<file path="src/rtl/exstage.sv">
// Execute stage: latches the decoded instruction, computes the ALU result and issues the data-SRAM request.
// One-cycle latency; a stalled instruction holds its bus register and all outputs until ma_allowin rises.
module exstage (
    input  logic         clk,
    input  logic         rst,
    input  logic         id_validout,
    input  logic         ma_allowin,
    output logic         ex_allowin,
    output logic         ex_validout,
    input  logic [150:0] id_to_ex_bus,
    output logic [70:0]  ex_to_ma_bus,
    output logic [5:0]   ex_to_id_bus,
    output logic         data_sram_en,
    output logic [3:0]   data_sram_we,
    output logic [31:0]  data_sram_addr,
    output logic [31:0]  data_sram_wdata
);

    logic         valid;
    logic [150:0] id_to_ex_bus_r;
    logic         readygo;

    logic [11:0]  alu_op;
    logic         load_op;
    logic         src1_is_pc;
    logic         src2_is_imm;
    logic         gr_we;
    logic         mem_we;
    logic [4:0]   dest;
    logic [31:0]  imm;
    logic [31:0]  rj_value;
    logic [31:0]  rkd_value;
    logic [31:0]  pc;
    logic         res_from_mem;

    logic [31:0]  src1;
    logic [31:0]  src2;
    logic [4:0]   shamt;
    logic [31:0]  alu_result;

    assign readygo     = 1'b1;
    assign ex_allowin  = ~valid | (readygo & ma_allowin);
    assign ex_validout = valid & readygo;

    always_ff @(posedge clk) begin
        if (rst) begin
            valid          <= 1'b0;
            id_to_ex_bus_r <= '0;
        end else begin
            if (ex_allowin)
                valid <= id_validout;
            if (id_validout & ex_allowin)
                id_to_ex_bus_r <= id_to_ex_bus;
        end
    end

    assign {alu_op, load_op, src1_is_pc, src2_is_imm, gr_we, mem_we, dest,
            imm, rj_value, rkd_value, pc, res_from_mem} = id_to_ex_bus_r;

    assign src1  = src1_is_pc  ? pc  : rj_value;
    assign src2  = src2_is_imm ? imm : rkd_value;
    assign shamt = src2[4:0];

    // One-hot op select; an all-zero alu_op yields zero.
    always_comb begin
        alu_result = '0;
        if (alu_op[0])  alu_result = alu_result | (src1 + src2);
        if (alu_op[1])  alu_result = alu_result | (src1 - src2);
        if (alu_op[2])  alu_result = alu_result | {31'b0, $signed(src1) < $signed(src2)};
        if (alu_op[3])  alu_result = alu_result | {31'b0, src1 < src2};
        if (alu_op[4])  alu_result = alu_result | (src1 & src2);
        if (alu_op[5])  alu_result = alu_result | ~(src1 | src2);
        if (alu_op[6])  alu_result = alu_result | (src1 | src2);
        if (alu_op[7])  alu_result = alu_result | (src1 ^ src2);
        if (alu_op[8])  alu_result = alu_result | (src1 << shamt);
        if (alu_op[9])  alu_result = alu_result | (src1 >> shamt);
        if (alu_op[10]) alu_result = alu_result | 32'($signed(src1) >>> shamt);
        if (alu_op[11]) alu_result = alu_result | src2;
    end

    assign data_sram_en    = valid;
    assign data_sram_we    = (mem_we & valid) ? 4'hF : 4'h0;
    assign data_sram_addr  = alu_result;
    assign data_sram_wdata = rkd_value;

    // Bubbles never report a destination; r0 masking is left to decode.
    assign ex_to_id_bus = {gr_we & valid, dest};
    assign ex_to_ma_bus = {res_from_mem, gr_we, dest, alu_result, pc};

    logic unused_load_op;
    assign unused_load_op = load_op;

endmodule

</file>
<file path="config.mk">
export PLATFORM = sky130hd
export DESIGN_NAME = exstage
export DESIGN_NICKNAME = d
export VERILOG_FILES = /design/src/rtl/exstage.sv
export SDC_FILE = /design/constraint.sdc
export NUM_CORES = 1
export LEC_CHECK = 0
export ABC_CLOCK_PERIOD_IN_PS = 14800
export CAP_MARGIN = 20
export CORE_UTILIZATION = 37
export CTS_CLUSTER_SIZE = 30
export DETAILED_ROUTE_END_ITERATION = 16
export GPL_TIMING_DRIVEN = 0
export REMOVE_ABC_BUFFERS = 1
export SLEW_MARGIN = 40
export SYNTH_ARGS = -nofsm -noshare
export SYNTH_HDL_FRONTEND = slang
export SYNTH_SLANG_ARGS = --single-unit
</file>
<file path="constraint.sdc">
create_clock -name clk -period 14.8 [get_ports clk]
set_input_delay 4.44 -clock clk [delete_from_list [all_inputs] [get_ports clk]]
set_output_delay 4.44 -clock clk [all_outputs]
set_load 0.005 [all_outputs]
</file>
Word-level counts from Yosys, hierarchy flattened
Index checks and enable logic that the tools add are counted.
- register bits after elaboration: 152
- output and inout port bits: 148
- logic and storage cells: 44
- add/subtract/negate cells: 2
- order comparisons: 2
- shift operators: 3
- muxes and demuxes: 15
- bitwise logic cells: 20
- operators by type and width (cell ; number):
    32-bit two-way mux ; 14
    32-bit OR ; 10
    32-bit < comparator ; 2
    32-bit by 1-bit OR with 32-bit output ; 2
    32-bit adder ; 1
    32-bit bitwise AND ; 1
    32-bit inverter ; 1
    32-bit by 5-bit left shift with 32-bit output ; 1
    32-bit by 5-bit right shift with 32-bit output ; 1
    32-bit by 5-bit >>> shifter with 32-bit output ; 1
    32-bit subtractor ; 1
    32-bit bitwise XOR ; 1
    4-bit two-way mux ; 1
    1-bit bitwise AND ; 3
    1-bit inverter ; 1
    1-bit OR ; 1

Longest topological paths before layout
Gate-level depths: netlist of run 1.
- word-level depth: 25
- depth in mapped cells: 17

Worst setup path after synthesis of run 1
No wires, ideal clock.
- path type: input-to-output
- start: input port ma_allowin
- end: output port ex_allowin
- arrival: 4.604 ns
- required time: 10.360 ns
- setup slack: 5.756 ns
- stages: 1
- buffers on the path: 0
- cells stage by stage: nand2b_1
- longest elaborated chain between the ends: 1
- ends and longest elaborated chain (what ; line ; source):
    start: declaration ; 7 ; input logic ma_allowin,
    1-bit OR ; 42 ; assign ex_allowin = ~valid | (readygo & ma_allowin);
    end: declaration ; 8 ; output logic ex_allowin,
No other way between the ends.

Final worst setup path of run 1
- start: register id_to_ex_bus_r[136]
- end: output port ex_to_ma_bus[32]
- longest elaborated chain between the ends: 25
- elaborated cells between the ends (all ways): 35
- ends and longest elaborated chain (what ; line ; source):
    start: declaration ; 20 ; logic [150:0] id_to_ex_bus_r;
    start signal: assignment ; 53 ; id_to_ex_bus_r <= id_to_ex_bus;
    32-bit two-way mux (*) ; 61 ; assign src2 = src2_is_imm ? imm : rkd_value;
    32-bit adder ; 67 ; if (alu_op[0]) alu_result = alu_result | (src1 + src2);
    32-bit two-way mux ; 67 ;
    32-bit OR ; 68 ; if (alu_op[1]) alu_result = alu_result | (src1 - src2);
    32-bit two-way mux ; 68 ;
    32-bit by 1-bit OR with 32-bit output ; 69 ; if (alu_op[2]) alu_result = alu_result | {31'b0, $signed(src1) < $signed(src2)};
    32-bit two-way mux ; 69 ;
    32-bit by 1-bit OR with 32-bit output ; 70 ; if (alu_op[3]) alu_result = alu_result | {31'b0, src1 < src2};
    (+9 left out) ; -- ;
    32-bit OR ; 75 ; if (alu_op[8]) alu_result = alu_result | (src1 << shamt);
    32-bit two-way mux ; 75 ;
    32-bit OR ; 76 ; if (alu_op[9]) alu_result = alu_result | (src1 >> shamt);
    32-bit two-way mux ; 76 ;
    32-bit OR ; 77 ; if (alu_op[10]) alu_result = alu_result | 32'($signed(src1) >>> shamt);
    32-bit two-way mux ; 77 ;
    32-bit OR ; 78 ; if (alu_op[11]) alu_result = alu_result | src2;
    32-bit two-way mux (*) ; 78 ;
    end: declaration ; 11 ; output logic [70:0] ex_to_ma_bus,
Mark *: on every way between the ends. The rest lies on a longest branch, timed or not.

==> summary by stage, run 1 <==
Finish
Relative to the synthesized area, the layout overhead comes to 20.5%. The number of non-filler instances in the completed layout is about 2.8k. Registers take 3050 µm².

The filler cell count in the final layout is 4240. The multi-input combinational cells in the finished layout cover a total of around 11000 µm². 0 antenna diodes ended up in the layout. Of the cells placed in the final design, the portion with a size suffix greater than 1 is slightly below 8%.

The number of nets in the final layout is roughly 2.5k.

Synthesis
In the post-synthesis netlist, the biggest area contributors are dfxtp_1, mux2i_1, nand2_1. The number of synthesized flops with an enable pin is 0. The dominant register cell in the synthesized netlist is dfxtp_1. After synthesis the netlist holds a flip-flop and latch count of around 150.

The proportion of netlist area held by the largest area contributor is about a fifth. The total standard cell area after synthesis is roughly 16000 µm². For this run, the number of Yosys warnings is 0.

The cell type with the highest aggregate area in the netlist is dfxtp_1. Averaged over all synthesized cells, the footprint is between 7 and 8 µm². The number of instances in the synthesized netlist is 2177. For this run, the register share of the synthesized area comes to a little under a fifth. In the synthesized netlist the async set-or-reset flop fraction comes to 0%. The count of different cell masters after synthesis is 81.

STA
The top achievable clock speed is about 0.09 GHz. The hold violation total from the final report is 0. The clock skew after layout is around 0.017 ns. The worst relative slew slack is between 30% and 40%. The worst path uses roughly 74% of the clock period. Hold timing on the final database bottoms out at a slack of between 0.4 and 0.5 ns.

Setup repair after global routing left no endpoint under its margin. The transition time at the pin with the least slew margin is around 0.9 ns. The total setup violations reported at the end of the flow is 0. The final max-slew violation count is 0.

The worst path needs approximately 11 ns of the cycle, external delays included.

Setup path
The kind of start point of the critical path is a flip-flop. The maximum fanout along the worst path is 22. The worst setup path is of the reg -> out kind. Data arrives at the worst endpoint at between 6 and 7 ns.

The kind of end point of the critical path is an output port. STA puts the critical path data required time at 10.36 ns.

Global route
Entering global routing, the biggest net connects 86 pins. The met3 routing resource usage after global routing is between 6 and 7%. For this run, the total global-route usage over all layers was measured as between 20% and 30%.

The total overflow left after global routing is 0. The number of global-route vias before repair is between 15k and 20k. The first global-routing pass estimated approximately 95000 µm of wire. The busiest metal layer after global routing is met2. The routing usage on met2 is a little over two fifths. The global-route met1 utilization is about two fifths.

The initial antenna violation count is 0.

Floorplanning
The initial utilization of the core area, before any placement, comes to a little under two fifths. The vertical extent of the die is roughly 210 µm. The overall die width is 209 µm.

The floorplan die area is around 44000 µm². In this run the count of I/O pins placed on the die edge is around 300. The number of core rows is 75. The core footprint is ~42000 µm².

Detailed routing
For this run, design rule violations remaining after detail routing come to 0. In the final routed layout, each cell accounts on average for between 20 and 25 µm. Dividing the detail-routed via count by the number of cells gives 5.90. The post-detailed-route count of antenna-violating nets is 0. The number of iterations in the first detailed-routing pass is 8. The total detailed-routing wirelength is ~63000 µm. After the first detailed-routing iteration, the DRC count stood at ~1.7k. The overall via count from detail_route is about 17k.

CTS
After clock tree synthesis, the clock-pin slew on the worst setup and hold paths is approximately 0.06 ns. TritonCTS built the clock tree. The number of setup buffers added after CTS is 0. The clock drives 151 sinks. Clock latency on the worst-skew pair, taken at its later pin, is about 0.48 ns. The number of buffers inserted by hold repair at cts is 0. The master cell of the clock root buffer is clkbuf_16.

In this run, post-CTS repair resized a total of 0 instances. The H-tree generated during clock tree synthesis spans 4 levels. Clock tree synthesis inserted a total of 17 buffers. Counting along the longest clock path gives a buffer depth of 2.

Placed design
The global placer's final weighted congestion is a little under 1. Summed over all nets, the half-perimeter wirelength after detailed placement is roughly 47000 µm. The quantity of I/O buffers inserted on ports is around 300. The number of placed instances with taps included is about 2.8k.

Pwr
The worst-case IR drop observed on VDD is roughly 74 µV. For this design the ratio of total power to cell area is between 80 and 90 nW/µm². The total chip power is about 1.7 mW. Summed over all cells, the static leakage comes to approximately 8 nW.

Hold path
The path class of the tightest hold or removal check is reg -> reg.

Status
The flow ran to the end, and the final reports show no timing, DRC or antenna violations.

Flow run
Across the run, the number of max-cap violations was 0.
## registers in the layout, indices dropped and copies added (netlist names)
register,flops
data_sram_en,1
id_to_ex_bus_r,150
## cells in the mapped netlist, drive strengths merged (4+ instances only)
master / number
a2111oi: 6
a211oi: 22
o31ai: 17
inv: 97
xor2: 9
a22oi: 35
clkbuf: 100
a311oi: 4
and3: 8
ha: 97
nor2: 102
o211ai: 17
buf: 172
nand3: 26
a211o: 5
nand2b: 16
dfxtp: 151
a221o: 9
o22ai: 11
xnor2: 38
nor4: 16
mux2: 47
nor3: 25
o311ai: 8
mux2i: 202
nand2: 435
a31oi: 10
nor2b: 9
and2: 10
o2111ai: 15
nand4: 18
o21ai: 79
a21o: 14
o221ai: 16
o21bai: 6
o21a: 7
a221oi: 19
or3: 6
a21oi: 256
## cell usage in the layout (no fill, tap or decap), types with 26 or more instances in the layout
master / count
nor2_1: 101
o21ai_0: 65
ha_1: 97
nand2_1: 434
clkdlybuf4s50_1: 300
a22oi_1: 35
nand3_1: 26
xnor2_1: 38
dfxtp_1: 141
a21oi_1: 254
mux2i_1: 177
inv_1: 83
mux2_2: 46
## critical path: stages (launching register included)
cell and delay [ns]:
dfxtp_4 0.56, buf_12 0.25, mux2_2 0.58, clkinv_1 0.79
ha_1 0.53, inv_1 0.08, a21oi_1 0.09, o31ai_2 0.56
a2111oi_0 0.32, or3_1 0.61, a31oi_1 0.46, nor2_1 0.09
o41ai_1 0.50, clkdlybuf4s50_1 0.61
## through the flow
stage          setup TNS (ns)  instance area (µm²)  utilization [%]  setup slack [ns]
2_1_floorplan               0                14300                -              2.90
3_3_place_gp           -85.08                18000             42.7             -1.97
4_1_cts                     0                19100             45.3              3.90
6_report                    0                19100             45.4              3.84
3_5_place_dp                0                18500             43.9              4.45
5_1_grt                     0                19100             45.4              3.60
## cell type report
class | count | share of cell area (%)
clock inverter | 13 | 0.818
sequential | 151 | 16.0
tap | 539 | 3.53
multi-input combinational | 1654 | 57.7
inverter | 100 | 2.03
timing repair buffer | 322 | 17.5
clock buffer | 19 | 2.43
## power breakdown
part	total [mW]	leakage, nW	switching [mW]	internal [mW]
Combinational	0.753	6.22	0.418	0.335
Clock	0.476	0.306	0.208	0.268
Sequential	0.468	1.25	0.0379	0.430
Total	1.70	7.78	0.664	1.03
## routing by layer
| layer | vias up | share of wire, % | wire length [µm] |
|---|---|---|---|
| li1 | 7703 | - | - |
| met1 | 7859 | 43 | 27600 |
| met2 | 826 | 44 | 27900 |
| met3 | 131 | 8.9 | 5630 |
| met4 | 0 | 3.7 | 2340 |
| met5 | - | 0 | 0 |
## final timing paths
path | cells after the start | end | slack [ns] | startpoint
worst max register to register | 6 | id_to_ex_bus_r[42] | 13.19 | data_sram_en
worst min register to register | 2 | id_to_ex_bus_r[127] | 0.45 | id_to_ex_bus_r[127]
worst min-delay path | 2 | id_to_ex_bus_r[127] | 0.45 | id_to_ex_bus_r[127]
worst max-delay path | 13 | ex_to_ma_bus[32] | 3.84 | id_to_ex_bus_r[136]
## cell families after synthesis
family,after synthesis,synth area share [%]
flops,151,19.1
buf+inv,372,12.2
mux,250,16.9
compound gates,580,23.4
fa+ha+maj,99,7.90
simple gates,678,18.0
xor+xnor,47,2.59
No activity file was read; power rests on OpenSTA's default activity.
==> run 2: changes to the inputs <==
ABC_CLOCK_PERIOD_IN_PS = 11500   (was 14800)
clock period = 11.5 ns   (was 14.8 ns; I/O delays follow)
==> results of run 2 <==
Same layout as run 1 (identical final DEF). Status: completed.
Among the figures that moved: setup slack after placement 4.45 ns -> 2.14 ns; setup slack after layout 3.84 ns -> 1.53 ns; register-to-register setup slack 13.19 ns -> 9.89 ns; total power 1.70 mW -> 2.18 mW; worst IR drop on VDD 73.8 µV -> 94.9 µV
